[src/rtl/core_pkg.sv]
// core_pkg: shared RV32 decode constants, controller state and error codes.
package core_pkg;
    localparam logic [6:0]  OP_IMM      = 7'b0010011;
    localparam logic [2:0]  F3_ADDI     = 3'b000;
    localparam logic [31:0] EBREAK      = 32'h00100073;
    localparam logic [1:0]  ERR_NONE    = 2'b00;
    localparam logic [1:0]  ERR_ILLEGAL = 2'b01;
    localparam logic [1:0]  ERR_TIMEOUT = 2'b10;
    typedef enum logic [1:0] {FETCH, WAIT, EXEC, HALT} state_t;
endpackage

[src/rtl/imm_decode.sv]
// imm_decode: combinational field extraction, I-immediate sign extension and addi/ebreak recognition.
module imm_decode
    import core_pkg::*;
(
    input  logic [31:0] i_ist,
    output logic [4:0]  o_rs1,
    output logic [4:0]  o_rd,
    output logic [31:0] o_imm,
    output logic        o_is_addi,
    output logic        o_is_ebreak
);
    assign o_rs1       = i_ist[19:15];
    assign o_rd        = i_ist[11:7];
    assign o_imm       = {{20{i_ist[31]}}, i_ist[31:20]};
    assign o_is_addi   = (i_ist[6:0] == OP_IMM) && (i_ist[14:12] == F3_ADDI);
    assign o_is_ebreak = (i_ist == EBREAK);
endmodule

[src/rtl/exec_ctrl.sv]
// exec_ctrl: multi-cycle fetch/wait/exec sequencer owning the PC; retires addi, halts on ebreak, illegal or fetch timeout.
module exec_ctrl
    import core_pkg::*;
#(
    parameter logic [31:0] RESET_PC      = 32'h80000000,
    parameter int          FETCH_TIMEOUT = 16
) (
    input  logic        clk,
    input  logic        reset,
    output logic        imem_req,
    output logic [31:0] imem_addr,
    input  logic        imem_gnt,
    input  logic        imem_rvalid,
    input  logic [31:0] imem_rdata,
    output logic [31:0] pc,
    output logic [31:0] ist,
    output logic [4:0]  rf_raddr,
    output logic [4:0]  rf_waddr,
    output logic        rf_wen,
    output logic [31:0] imm,
    output logic        halted,
    output logic        err,
    output logic [1:0]  err_code,
    output logic [31:0] retire_cnt
);
    state_t      r_state, w_next;
    logic [31:0] r_pc, r_ist, r_retire;
    logic [7:0]  r_cnt;
    logic        r_err;
    logic [1:0]  r_err_code;
    logic        w_addi, w_ebreak, w_last_wait;

    imm_decode u_dec (
        .i_ist       (r_ist),
        .o_rs1       (rf_raddr),
        .o_rd        (rf_waddr),
        .o_imm       (imm),
        .o_is_addi   (w_addi),
        .o_is_ebreak (w_ebreak)
    );

    assign w_last_wait = (r_cnt == 8'(FETCH_TIMEOUT - 1));

    always_comb begin
        w_next = r_state;
        case (r_state)
            FETCH:   w_next = imem_gnt ? WAIT : FETCH;
            WAIT:    w_next = imem_rvalid ? EXEC : (w_last_wait ? HALT : WAIT);
            EXEC:    w_next = w_addi ? FETCH : HALT;
            default: w_next = HALT;
        endcase
    end

    always_ff @(posedge clk or negedge reset) begin
        if (!reset) begin
            r_state    <= FETCH;
            r_pc       <= RESET_PC;
            r_ist      <= '0;
            r_retire   <= '0;
            r_cnt      <= '0;
            r_err      <= 1'b0;
            r_err_code <= ERR_NONE;
        end else begin
            r_state <= w_next;
            if (r_state == WAIT) begin
                r_cnt <= imem_rvalid ? 8'd0 : r_cnt + 8'd1;
                if (imem_rvalid)
                    r_ist <= imem_rdata;
                else if (w_last_wait) begin
                    r_err      <= 1'b1;
                    r_err_code <= ERR_TIMEOUT;
                end
            end
            if (r_state == EXEC) begin
                if (w_addi)
                    r_pc <= r_pc + 32'd4;
                if (w_addi || w_ebreak)
                    r_retire <= r_retire + 32'd1;
                else begin
                    r_err      <= 1'b1;
                    r_err_code <= ERR_ILLEGAL;
                end
            end
        end
    end

    // reset gates the request so it stays low while reset is held
    assign imem_req   = reset && (r_state == FETCH);
    assign imem_addr  = r_pc;
    assign pc         = r_pc;
    assign ist        = r_ist;
    assign rf_wen     = (r_state == EXEC) && w_addi && (rf_waddr != 5'd0);
    assign halted     = (r_state == HALT);
    assign err        = r_err;
    assign err_code   = r_err_code;
    assign retire_cnt = r_retire;
endmodule

[config.mk]
export PLATFORM = sky130hd
export DESIGN_NAME = exec_ctrl
export DESIGN_NICKNAME = d
export VERILOG_FILES = /design/src/rtl/core_pkg.sv /design/src/rtl/imm_decode.sv /design/src/rtl/exec_ctrl.sv
export SDC_FILE = /design/constraint.sdc
export NUM_CORES = 1
export LEC_CHECK = 0
export BUFFER_PORTS_ARGS = -buffer_cell sky130_fd_sc_hd__clkbuf_2
export CAP_MARGIN = 10
export CORE_MARGIN = 2
export CORE_UTILIZATION = 40
export DETAILED_ROUTE_END_ITERATION = 16
export PLACE_DENSITY = 0.67
export RECOVER_POWER = 25
export SLEW_MARGIN = 40
export SYNTH_ARGS = -nofsm -noshare
export SYNTH_HDL_FRONTEND = slang
export SYNTH_SLANG_ARGS = --single-unit
[constraint.sdc]
create_clock -name clk -period 3 [get_ports clk]
set_clock_uncertainty 0.05 [all_clocks]
set_input_delay 0.6 -clock clk [delete_from_list [all_inputs] [get_ports clk]]
set_output_delay 0.6 -clock clk [all_outputs]
set_load 0.02 [all_outputs]
==> impl_metrics.py <==
metrics = {
    "run_status": {
        "status": "finished with violations",
        "violations": "max-capacitance violations, max-slew violations",
    },
    "timing": {
        "final_max_slew_viol_count": 64,
        "slew-limit-headroom": -0.0323,
        "fin_setup_tns_ns": 0,
        "period_share": 0.799,
        "final.min_clock_period_ns": 2.40,
        "rsz0062_at_grt": "no",
        "tightest_slew_ns": 1.55,
        "final_hold_viol_count": 0,
        "holdWs_ns": 0.429,
        "setup_viol": 0,
        "max_freq_mhz": 417,
    },
    "pwr": {
        "share_comb_of_total_power": 0.024,
        "p_sw_frac": 0.214,
        "pwr-share-clk": 0.428,
        "switchingPower_uw": 563,
        "powerDensity_mw_per_mm2": 404,
        "p_leak_nw": 3.52,
        "seqPwrFrac": 0.548,
        "ir_drop_mv": 0.255,
        "p_int_mw": 2.07,
    },
    "clock_network": {
        "clockBufferDepth": 2,
        "cts_setup_buffers": 0,
        "cts.sinks": 107,
        "hold_buffers": 0,
        "clkSlewWorstSetupHoldPaths_ns": 0.07,
        "root_buffer": "clkbuf_16",
        "cts_made_buffers": 9,
        "cts_tree": "built",
        "cts_resized": 0,
        "clk_latency_ns": 0.35,
        "cts_max_level": 3,
    },
    "worst_setup_path": {
        "worst_setup_path_start_kind": "flip-flop",
        "crit_arrival_ns": 1.75,
        "crit_required_ns": 2.35,
        "r2r_cells": 5,
        "worstSetupPathType": "flip-flop to primary output",
        "end_kind": "primary output",
        "worstPathMaxFanout": 4,
    },
    "synth": {
        "synth_top_cell_by_area": "dfrtp_1",
        "async_reset_ff_frac": 1.00,
        "netlist_instances": 497,
        "syn_area_per_cell_um2": 11.3,
        "syn_area_mm2": 0.00559,
        "synthFlopType": "dfrtp_1",
        "synth-edff-count": 0,
        "ys_seq_area_frac": 0.479,
        "synth_top_area_share": 0.474,
        "synthTopCellsByArea": "dfrtp_1 47%, buf_4 10%, xor2_1 7.0%",
        "synth.distinct_cells": 50,
        "ys_ff_latch": 107,
        "synth_warnings": 0,
    },
    "floorplanning": {
        "boundaryPins": 212,
        "die_w_um": 122,
        "core_mm2": 0.0138,
        "rows": 43,
        "initial_core_util": 0.406,
        "die_area_mm2": 0.0149,
        "die_h_um": 122,
    },
    "global_routing": {
        "track_usage": 0.176,
        "grt_start_max_net_pins": 64,
        "grt.overflow.total": 0,
        "grt_pass1_wl_um": 20100,
        "antenna_found_initial": 0,
        "grt_pass1_vias": 3756,
    },
    "cells_and_area": {
        "syn2layout_area_growth_pct": 16.6,
        "diodes": 0,
        "finalNonFillerCells": 817,
        "multi_input_area_mm2": 0.00223,
        "final.fill_count": 1319,
        "drive_gt1_frac": 0.451,
        "finalNetCount": 671,
        "ff_latch_area_mm2": 0.00268,
    },
    "route": {
        "vias": 4043,
        "ant_nets": 0,
        "wirelength_um": 12900,
        "vias_per_cell": 4.95,
        "drtPass1Iterations": 5,
        "wl_per_cell_um": 15.7,
        "initialDrtViolationCount": 172,
        "drc": 0,
    },
    "placement": {
        "place_congestion": 0.776,
        "hpwl_um": 9480,
        "placed_cells": 801,
        "port_buffers": 207,
    },
    "min_path": {
        "min_delay_path_depth": 2,
        "hold_path_class": "input port to flip-flop",
    },
    "flow_run": {
        "drv_cap": 1,
    },
}
==> state kept, by name, summed over array words and instances (netlist names) <==
register,count
imem_addr,30
retire_cnt,32
err,1
r_cnt,8
r_state,2
err_code,2
ist,32
==> cells in the final DEF, fill, tap and decap left out, types with 4 or more instances in the layout <==
| cell | instances |
|---|---|
| and2_1 | 6 |
| and3_1 | 11 |
| and4_1 | 6 |
| buf_4 | 4 |
| clkbuf_1 | 4 |
| clkbuf_16 | 9 |
| clkbuf_2 | 208 |
| conb_1 | 4 |
| dfrtp_1 | 106 |
| inv_1 | 9 |
| mux2_2 | 34 |
| nand2_1 | 29 |
| nand3_1 | 25 |
| nand4_1 | 12 |
| nor2_1 | 24 |
| nor3_1 | 16 |
| nor4_1 | 5 |
| nor4_2 | 12 |
| nor4b_2 | 4 |
| xnor2_1 | 19 |
| xor2_1 | 45 |
==> cell type report <==
class,count,area share
Clock buffer,14,0.0405
Clock inverter,2,0.00153
Inverter,9,0.00518
Multi-Input combinational cell,292,0.343
Sequential cell,107,0.411
Tap cell,180,0.0345
Timing Repair Buffer,213,0.165
==> worst paths after layout <==
check / slack (ns) / from / endpoint
max in group asynchronous: 1.09 / reset / err
max: 0.60 / ist[5] / rf_wen
max reg2reg: 0.71 / ist[13] / retire_cnt[31]
min: 0.43 / imem_rdata[23] / ist[23]
min reg2reg: 0.44 / retire_cnt[4] / retire_cnt[4]
min in group asynchronous: 0.68 / reset / retire_cnt[22]
==> through the flow <==
| step | power (mW) | util | setup WS, ns | cell area [um2] |
|---|---|---|---|---|
| final | 2.63 | 0.473 | 0.602 | 6520 |
| after global routing | 2.74 | 0.473 | 0.524 | 6520 |
| after CTS | 2.67 | 0.474 | 0.559 | 6530 |
| after detailed placement | 1.54 | 0.454 | 0.705 | 6260 |
| after global placement | 1.54 | 0.454 | 0.752 | 6260 |
| after floorplan | 1.49 | - | 0.939 | 5600 |
==> kinds of logic (layout without fill, tap and decap cells) <==
family	Yosys count	in the layout	share of synthesized area
AOI/OAI and AO/OA	12	12	0.0168
xor gates and xnor gates	64	64	0.100
adders and majority gates	3	3	0.00671
buffers and inverters	101	238	0.123
DFF	107	107	0.479
muxes	34	34	0.0685
other	1	4	0.000670
and+or+nand+nor	175	175	0.205
==> power by group through the flow <==
stage,Sequential [mW],Combinational (mW),Clock (mW)
final,1.44,0.0620,1.13
after detailed placement,1.47,0.0665,0
after global placement,1.47,0.0654,0
after global routing,1.44,0.0722,1.22
after floorplan,1.47,0.0143,0
after CTS,1.44,0.0670,1.16
==> cells in the mapped netlist (3+ instances only) <==
| master | count |
|---|---|
| inv_1 | 9 |
| nand3_1 | 25 |
| o21ai_0 | 3 |
| and2_1 | 6 |
| nand4_1 | 12 |
| xor2_1 | 45 |
| dfrtp_1 | 106 |
| xnor2_1 | 19 |
| buf_2 | 9 |
| nor4b_2 | 4 |
| nor2_1 | 24 |
| a21oi_1 | 3 |
| nor3_2 | 3 |
| nand2_1 | 29 |
| clkbuf_1 | 4 |
| nand3b_1 | 3 |
| buf_4 | 76 |
| nor4_1 | 5 |
| nor3_1 | 16 |
| and3_1 | 11 |
| ha_1 | 3 |
| mux2_2 | 34 |
| and4_1 | 6 |
| nor4_2 | 12 |
==> per-layer routing <==
| metal | GRT usage | share of wire |
|---|---|---|
| met2 | 0.283 | 0.48 |
| met4 | 0.0589 | 0.013 |
| met5 | 0 | 0 |
| met3 | 0.0516 | 0.071 |
| met1 | 0.228 | 0.43 |
==> critical path: stages (launching register included) <==
cell      delay [ns]
dfrtp_1         0.41
nor2_1          0.45
nand4_1         0.18
nor2_1          0.17
clkbuf_2        0.19
No activity file was read; power rests on OpenSTA's default activity.
